==> src/rtl/view_param_ctrl.sv <==
// View parameter controller: stages physics updates, runs near/far repeat engine; VIEW_STATS_EN adds debug counters.
// Latency: outputs and frame_commit_out update one cycle after the commit event (hcount 0, vcount COMMIT_LINE).
// Backpressure: upd_ready_out drops only for the single COMMIT cycle; a second update before commit replaces the first.
module view_param_ctrl #(
  parameter int REPEAT_CYCLES = 100000,
  parameter int NEAR_INIT     = 0,
  parameter int FAR_INIT      = 17,
  parameter int MAG_MAX       = 255,
  parameter int COMMIT_LINE   = 720
) (
  input  logic        pixel_clk_in,
  input  logic        rst_n_in,
  input  logic [10:0] hcount_in,
  input  logic [9:0]  vcount_in,
  input  logic [3:0]  change_in,
  input  logic        upd_valid_in,
  output logic        upd_ready_out,
  input  logic [15:0] ballx_in,
  input  logic [15:0] bally_in,
  input  logic [15:0] angle_in,
  output logic [15:0] ballx_out,
  output logic [15:0] bally_out,
  output logic [15:0] angle_out,
  output logic [7:0]  near_mag_out,
  output logic [7:0]  far_mag_out,
  output logic        frame_commit_out,
  output logic [31:0] debug_out
);

  localparam int CW = (REPEAT_CYCLES > 1) ? $clog2(REPEAT_CYCLES) : 1;
  localparam logic [CW-1:0] CNT_LAST = CW'(REPEAT_CYCLES - 1);

  localparam logic [1:0] IDLE    = 2'd0;
  localparam logic [1:0] PENDING = 2'd1;
  localparam logic [1:0] COMMIT  = 2'd2;

  logic [1:0]    state, state_nxt;
  logic          commit_ev, accept;
  logic [15:0]   angle_norm;
  logic [15:0]   stg_x, stg_y, stg_a;
  logic [7:0]    far_mag, near_mag, far_nxt, near_nxt;
  logic [CW-1:0] far_cnt, near_cnt;
  logic          far_hold, near_hold, far_step, near_step;

  assign commit_ev  = (hcount_in == 11'd0) && (vcount_in == 10'(COMMIT_LINE));
  assign accept     = upd_valid_in && upd_ready_out;
  assign angle_norm = (angle_in >= 16'd360) ? angle_in - 16'd360 : angle_in;

  assign far_hold  = |change_in[1:0];
  assign near_hold = |change_in[3:2];
  assign far_step  = far_hold && (far_cnt == CNT_LAST);
  assign near_step = near_hold && (near_cnt == CNT_LAST);

  always_comb begin
    state_nxt = state;
    case (state)
      IDLE, PENDING: begin
        if (commit_ev)   state_nxt = COMMIT;
        else if (accept) state_nxt = PENDING;
      end
      default: state_nxt = IDLE;
    endcase
  end

  // far is resolved first so the near+ limit sees the post-step far value
  always_comb begin
    far_nxt = far_mag;
    if (far_step) begin
      if (change_in[0]) begin
        if (far_mag < 8'(MAG_MAX)) far_nxt = far_mag + 8'd1;
      end else if ({1'b0, far_mag} > ({1'b0, near_mag} + 9'd1)) begin
        far_nxt = far_mag - 8'd1;
      end
    end
    near_nxt = near_mag;
    if (near_step) begin
      if (change_in[2]) begin
        if (({1'b0, near_mag} + 9'd1) < {1'b0, far_nxt}) near_nxt = near_mag + 8'd1;
      end else if (near_mag != 8'd0) begin
        near_nxt = near_mag - 8'd1;
      end
    end
  end

  always_ff @(posedge pixel_clk_in or negedge rst_n_in) begin
    if (!rst_n_in) begin
      state            <= IDLE;
      upd_ready_out    <= 1'b0;
      stg_x            <= '0;
      stg_y            <= '0;
      stg_a            <= '0;
      far_mag          <= 8'(FAR_INIT);
      near_mag         <= 8'(NEAR_INIT);
      far_cnt          <= '0;
      near_cnt         <= '0;
      ballx_out        <= '0;
      bally_out        <= '0;
      angle_out        <= '0;
      near_mag_out     <= 8'(NEAR_INIT);
      far_mag_out      <= 8'(FAR_INIT);
      frame_commit_out <= 1'b0;
    end else begin
      state         <= state_nxt;
      upd_ready_out <= (state_nxt != COMMIT);
      if (accept) begin
        stg_x <= ballx_in;
        stg_y <= bally_in;
        stg_a <= angle_norm;
      end
      far_mag  <= far_nxt;
      near_mag <= near_nxt;
      far_cnt  <= (!far_hold || far_step) ? '0 : far_cnt + CW'(1);
      near_cnt <= (!near_hold || near_step) ? '0 : near_cnt + CW'(1);
      frame_commit_out <= (state_nxt == COMMIT);
      // an update accepted on the event cycle itself bypasses staging into this commit
      if (state_nxt == COMMIT) begin
        near_mag_out <= near_mag;
        far_mag_out  <= far_mag;
        if (accept) begin
          ballx_out <= ballx_in;
          bally_out <= bally_in;
          angle_out <= angle_norm;
        end else if (state == PENDING) begin
          ballx_out <= stg_x;
          bally_out <= stg_y;
          angle_out <= stg_a;
        end
      end
    end
  end

`ifdef VIEW_STATS_EN
  logic [15:0] commit_cnt, ovw_cnt;

  always_ff @(posedge pixel_clk_in or negedge rst_n_in) begin
    if (!rst_n_in) begin
      commit_cnt <= '0;
      ovw_cnt    <= '0;
    end else begin
      if (commit_ev) commit_cnt <= commit_cnt + 16'd1;
      if (accept && (state == PENDING) && (ovw_cnt != 16'hFFFF)) ovw_cnt <= ovw_cnt + 16'd1;
    end
  end

  assign debug_out = {commit_cnt, ovw_cnt};
`else
  assign debug_out = '0;
`endif

endmodule

==> config.mk <==
export PLATFORM = sky130hd
export DESIGN_NAME = view_param_ctrl
export DESIGN_NICKNAME = d
export VERILOG_FILES = /design/src/rtl/view_param_ctrl.sv
export SDC_FILE = /design/constraint.sdc
export NUM_CORES = 1
export LEC_CHECK = 0
export BUFFER_PORTS_ARGS = -buffer_cell sky130_fd_sc_hd__buf_2
export CORE_ASPECT_RATIO = 1.25
export CORE_MARGIN = 10
export CORE_UTILIZATION = 39
export DETAILED_ROUTE_END_ITERATION = 12
export PLACE_DENSITY = 0.57
export SLEW_MARGIN = 20
export SYNTH_ARGS = -nofsm -noshare
export SYNTH_HDL_FRONTEND = slang
export SYNTH_SLANG_ARGS = --single-unit
export TNS_END_PERCENT = 30
==> constraint.sdc <==
create_clock -name pixel_clk_in -period 8.15 [get_ports pixel_clk_in]
set_clock_uncertainty 0.15 [all_clocks]
set_input_delay 0.4075 -clock pixel_clk_in [delete_from_list [all_inputs] [get_ports pixel_clk_in]]
set_output_delay 0.4075 -clock pixel_clk_in [all_outputs]
set_load 0.05 [all_outputs]
; Word level (Yosys, flattened, before mapping)
; Cells that the tools add are included.
[op_classes]
n_mux = 19
add_sub_neg = 8
n_eq_ne = 7
reduce_logical = 18
magnitude_cmp = 4
[ops]
columns = op, count
row1 = two-way mux 16 bit, 7
row2 = two-way mux 8 bit, 7
row3 = adder 17 x 1 -> 17 bit (second input constant), 2
row4 = equality test 17 bit (second input constant), 2
row5 = two-way mux 17 bit, 2
row6 = adder 8 x 1 -> 8 bit (second input constant), 2
row7 = >= comparator 16 x 9 -> 1 bit (second input constant), 1
row8 = subtractor 16 x 9 -> 16 bit (second input constant), 1
row9 = subtractor 8 x 1 -> 8 bit (second input constant), 2
row10 = zero test 11 bit, 1
row11 = equality test 10 bit (second input constant), 1
row12 = adder 8 x 1 -> 9 bit (second input constant), 1
row13 = > comparator 8 x 9 -> 1 bit, 1
row14 = < comparator 9 x 8 -> 1 bit, 1
row15 = < comparator 8 bit (second input constant), 1
row16 = nonzero test 8 bit, 1
row17 = two-way mux 2 bit, 3
row18 = OR reduction 2 bit, 3
row19 = logical AND 1 bit, 4
row20 = nonzero test 2 bit, 2
row21 = AND reduction 3 bit, 1
row22 = equality test 2 x 1 -> 1 bit (second input constant), 1
row23 = equality test 2 bit (second input constant), 1
row24 = zero test 1 bit, 2
row25 = 5 further kinds, 6
[totals]
wordCells = 71
in_bits = 76
reg_bits = 166
output_inout_bits = 98

; Longest topological paths before layout
[logic_depth]
ltp_word = 8
depth_mapped = 24

; Least setup slack after synthesis
; Ideal clock, no wire load.
[synth_path]
path_kind = reg-to-reg
from = reg near_mag[2]
to = reg near_mag[1]
slack_ns = 3.099
path_stages_with_launch = 25
setup_time_ns = 0.125
required_ns = 7.875
arrival_ns = 4.776
path_buffers = 1
cell_sequence = dfrtp_1 -> buf_2 -> and4_4 -> and4_1 -> xor2_1 -> inv_1 -> ha_1 -> and2_1 -> o211ai_2 -> and2_1 -> nor4_1 -> nand2_1 -> a21o_1 -> xnor2_1 -> inv_1 -> ha_1 -> a21o_1 -> a21o_1 -> a21oi_1 -> nand3_1 -> nor3b_2 -> nor3_1 -> a21o_1 -> a31oi_4 -> mux2_4
[synth_between]
elab_chain_cells = 8
[synth_rtl]
columns = item, line_no
row1 = "start, declared", 41  ; logic [7:0] far_mag, near_mag, far_nxt, near_nxt;
row2 = "start signal, assigned", 93  ; near_mag <= 8'(NEAR_INIT);
row3 = "start signal, assigned", 111  ; near_mag <= near_nxt;
row4 = adder 8 x 1 -> 9 bit, 71  ; end else if ({1'b0, far_mag} > ({1'b0, near_mag} + 9'd1)) begin
row5 = > comparator 8 x 9 -> 1 bit, 71
row6 = two-way mux 8 bit, 71
row7 = two-way mux 8 bit, 69  ; if (change_in[0]) begin
row8 = two-way mux 8 bit, 68  ; if (far_step) begin
row9 = net far_nxt[2], 41
row10 = < comparator 9 x 8 -> 1 bit, 78  ; if (({1'b0, near_mag} + 9'd1) < {1'b0, far_nxt}) near_nxt = near_mag + 8'd1;
row11 = inequality test 2 x 1 -> 1 bit (no source line), n/a
row12 = AND reduction 3 bit (no source line), n/a
; The timed path passes the listed nets, and every way through them passes these cells.
; A chain may end at the register's enable or synchronous reset.

; Worst setup path after layout
[layout_path]
from = reg near_mag[2]
to = reg near_mag[4]
; The elaborated chain is that of the path after synthesis.

==> metrics.md <==
| Metric | Value |
|---|---|
| Element type at the critical path end | `flip-flop` |
| Power Dens Cells | `roughly 190 nW/um^2` |
| Setup TNS | `0 ps` |
| Cell types with the largest area share after synthesis | `sky130_fd_sc_hd__dfrtp_1, sky130_fd_sc_hd__mux2_2, sky130_fd_sc_hd__ha_1` |
| CTS Buffer Depth | `2` |
| Final setup fails | `0` |
| Final worst path period need | `~5500 ps` |
| Crit path arrival time | `5700 ps` |
| Min-delay worst type | `input port to flip-flop` |
| Reg2Reg Capture Point | `near_mag[4]` |
| Primary flip-flop cell chosen by synthesis mapping | `sky130_fd_sc_hd__dfrtp_1` |
| TritonCTS Sinks | `166` |
| GRT Util Overall | `0.1340` |
| Ratio of routed vias to standard cells | `just under 5` |
| Die Width | `roughly 150 um` |
| Clock group share of total power | `0.432` |
| DP Area | `just over 9000 sq um` |
| Number of detailed-routing iterations run before antenna repair | `4` |
| Pin count of the biggest net entering global routing | `94` |
| Per-cell routed wire length | `16.03 um` |
| Post-route ant nets | `0` |
| Max Cap Violations | `0` |
| Die extent in y | `184 um` |
| Post-detailed-placement half-perimeter wirelength | `13,840 um` |
| Number of design rule violations left after detail routing | `0` |
| Highest fanout seen on the critical path | `9` |
| Final hold violation count | `0` |
| Startpoint of the lowest-slack hold path | `bally_in[7]` |
| Area growth syn-to-layout | `17.74%` |
| Tightest Pin Transition | `952.6 ps` |
| Total via count after detailed routing | `5,738` |
| Hold-critical path endpoint | `stg_y[7]` |
| EDFF count, synth | `0` |
| Worst setup path class | `flip-flop to flip-flop` |
| Count of cells along the worst hold path | `2` |
| Total congestion overflow after global routing | `0` |
| Share of cells above drive strength 1 | `0.3517` |
| Post-route clock period utilization | `0.6792` |
| Required @ worst endpoint | `~8300 ps` |
| Post-synth cell types | `67` |
| Post-layout instance area | `roughly 9900 sq um` |
| Initial core utilization | `0.4003` |
| Register area share after synthesis | `0.4956` |
| DRT iter0 DRCs | `approximately 270` |
| Weighted congestion at the end of routability-driven global placement | `0.8107` |
| Number of levels in the clock H-tree | `4` |
| Synth Instances | `735` |
| Proportion of power drawn by combinational gates | `0.092` |
| Insertion delay to the later sink of the worst-skew pair | `around 430 ps` |
| Most frequent cell after synthesis | `sky130_fd_sc_hd__dfrtp_1` |
| Startpoint kind of the worst setup timing path | `flip-flop` |
| Setup repair after global routing missed its margin | `no` |
| DRT Wirelength | `18,620 um` |
| Ant diodes | `0` |
| Origin of the critical flop-to-flop path | `near_mag[2]` |
| Worst ir drop on vdd | `between 100 and 150 uV` |
| Worst-case headroom to the max-slew limit | `0.3649` |
| CTS Buf Count | `17` |
| Async set or reset register ratio after synthesis | `1.000` |
| Syn Area/Cell | `11.42 sq um` |
| Net switching power of the design | `519.4 uW` |
| Leakage dissipation | `0.004814 uW` |
| Worst Reg2Reg Path Length in Cells | `23` |
| Cells resized by post-CTS repair | `0` |
| Int Power | `1344 uW` |
| Maximum clock frequency | `0.1807 GHz` |
| Clock root buffer | `sky130_fd_sc_hd__clkbuf_16` |
| Run status | `completed` |
| DIE AREA | `27,820 sq um` |
| Reg2Reg Setup Slack | `approximately 2600 ps` |
| Io pins | `174` |
| Synth Register Bits | `approximately 170` |
| CTS tree | `built` |
| Synth Warn # | `0` |
| Clock slew seen by the registers of the worst setup and hold paths | `about 80 ps` |
| Top cells by instance count after synthesis | `sky130_fd_sc_hd__dfrtp_1, sky130_fd_sc_hd__mux2_2, sky130_fd_sc_hd__nor2_1, sky130_fd_sc_hd__nand2_1, sky130_fd_sc_hd__buf_4` |
| Core Rows | `59` |
| Quantity of I/O buffers inserted on ports | `141` |
| Antenna violations before repair | `0` |
| Sequential cell fraction of total power | `0.476` |
| Number of global-route vias before repair | `5,940` |
| Global-route wire length before repair | `between 30,000 and 40,000 um` |
| Top-area cell type share of the netlist area | `0.4831` |
| Switching Fraction | `0.2787` |
| Cell type with the largest total area after synthesis | `sky130_fd_sc_hd__dfrtp_1` |
| Post-layout nets | `978` |
| Placeable core region | `20,970 sq um` |
| Max-slew violation total from the final report | `0` |
| Syn Std Cell Area | `~8400 sq um` |
[worst max-delay path by stage]
stage	from	to	slack, ps
finish	near_mag[2]	near_mag[4]	2610
global route	near_mag[1]	near_mag[5]	2090
detailed placement	near_mag[2]	near_mag[3]	2570
CTS	near_mag[0]	near_mag[3]	2540
global placement	near_mag[2]	near_mag[2]	2630
floorplan	near_mag[2]	near_mag[1]	3100
[cells by family (layout without fill, tap and decap cells)]
| family | Yosys count | after routing | synth area share |
|---|---|---|---|
| buffers and inverters | 82 | 203 | 0.05248 |
| XOR/XNOR | 62 | 62 | 0.06650 |
| multiplexers | 111 | 111 | 0.1512 |
| AO/OA/AOI/OAI | 66 | 66 | 0.05502 |
| AND/OR/NAND/NOR | 219 | 219 | 0.1361 |
| flip-flops | 166 | 166 | 0.4956 |
| other | 1 | 32 | 0.0004469 |
| adder cells (fa/ha/maj) | 28 | 28 | 0.04264 |
[worst max-delay path, stage by stage (launching register included)]
cell                       delay (ps)
sky130_fd_sc_hd__dfrtp_1          520
sky130_fd_sc_hd__and4_4           290
sky130_fd_sc_hd__and4_1           200
sky130_fd_sc_hd__xor2_1           190
sky130_fd_sc_hd__inv_1             60
sky130_fd_sc_hd__ha_1             340
sky130_fd_sc_hd__and2_1           200
sky130_fd_sc_hd__o211ai_2         140
sky130_fd_sc_hd__and2_1           220
sky130_fd_sc_hd__nor4_1           410
sky130_fd_sc_hd__nand2_1          100
sky130_fd_sc_hd__a21o_1           190
sky130_fd_sc_hd__xnor2_1          160
sky130_fd_sc_hd__inv_1             70
sky130_fd_sc_hd__ha_1             300
sky130_fd_sc_hd__a21o_1           160
sky130_fd_sc_hd__a21o_1           170
sky130_fd_sc_hd__a21oi_1          210
sky130_fd_sc_hd__nand3_1          140
sky130_fd_sc_hd__nor3b_2          190
sky130_fd_sc_hd__nor3_1           100
sky130_fd_sc_hd__a21o_1           190
sky130_fd_sc_hd__a31oi_4          380
sky130_fd_sc_hd__mux2_4           330
[cell type report]
class	count	area (sq um)
Clock inverter	15	177.7
Tap cell	274	342.8
Fill cell	1957	11080
Timing Repair Buffer	146	752.0
Sequential cell	166	4159
Multi-Input combinational cell	518	3930
Clock buffer	17	425.4
Inverter	25	93.84
[flip-flops by register name, summed over array words and instances (netlist names)]
register	count
far_cnt	17
near_cnt	17
angle_out	16
ballx_out	16
bally_out	16
stg_a	16
stg_x	16
stg_y	16
far_mag	8
far_mag_out	8
near_mag	8
near_mag_out	8
state	2
frame_commit_out	1
upd_ready_out	1
[power by group through the flow]
| stage | clock (uW) | combinational (uW) | sequential [uW] |
|---|---|---|---|
| 6_report | 805 | 172 | 887 |
| 5_1_grt | 865 | 194 | 891 |
| 4_1_cts | 833 | 175 | 886 |
| 3_5_place_dp | 0 | 175 | 902 |
| 3_3_place_gp | 0 | 171 | 901 |
| 2_1_floorplan | 0 | 132 | 896 |
[timing repair]
item,4_1_cts,5_1_grt
hold endpoints to repair,88,0
hold buffers,1,0
buffers inserted,0,0
[cell usage in the layout, fill, tap and decap left out, types with 3 or more instances in the layout]
master	count
sky130_fd_sc_hd__inv_8	4
sky130_fd_sc_hd__buf_2	140
sky130_fd_sc_hd__nand2_1	48
sky130_fd_sc_hd__inv_1	25
sky130_fd_sc_hd__nor3_1	17
sky130_fd_sc_hd__mux2i_1	3
sky130_fd_sc_hd__and3_1	6
sky130_fd_sc_hd__ha_1	27
sky130_fd_sc_hd__a21o_1	6
sky130_fd_sc_hd__clkbuf_16	17
sky130_fd_sc_hd__nand4_1	10
sky130_fd_sc_hd__dfstp_2	4
sky130_fd_sc_hd__o21bai_1	4
sky130_fd_sc_hd__o21ai_0	16
sky130_fd_sc_hd__xnor2_1	30
sky130_fd_sc_hd__xor2_1	31
sky130_fd_sc_hd__nor4b_1	5
sky130_fd_sc_hd__mux2_2	102
sky130_fd_sc_hd__conb_1	32
sky130_fd_sc_hd__and2_1	5
sky130_fd_sc_hd__clkinv_8	4
sky130_fd_sc_hd__or4_1	3
sky130_fd_sc_hd__buf_4	4
sky130_fd_sc_hd__nand3_1	23
sky130_fd_sc_hd__nor2_1	62
sky130_fd_sc_hd__mux2_4	6
sky130_fd_sc_hd__inv_6	3
sky130_fd_sc_hd__and4_1	5
sky130_fd_sc_hd__a31oi_1	3
sky130_fd_sc_hd__dfrtp_1	162
sky130_fd_sc_hd__a21oi_1	12
sky130_fd_sc_hd__o21ai_1	4
sky130_fd_sc_hd__nor4_1	6
sky130_fd_sc_hd__nand3b_1	4
[through the flow]
step	std cells	total power [uW]	worst slack, ps	hold slack [ps]	util
CTS	1161	1895	2539	42.93	0.4713
detailed placement	1128	1077	2570	327.1	0.4421
global route	1161	1949	2086	53.52	0.4713
finish	1161	1864	2615	67.47	0.4713
global placement	1128	1073	2630	322.8	0.4417
floorplan	766	1029	3099	-38.09	-
[per-layer routing]
metal,GRT usage,routed length [um],up-vias
met1,0.1540,7810,2797
met4,0.05052,291,0
met2,0.2360,9510,121
li1,-,-,2799
met5,0,0,-
met3,0.02906,1001,21
No activity file was read; power rests on OpenSTA's default activity.
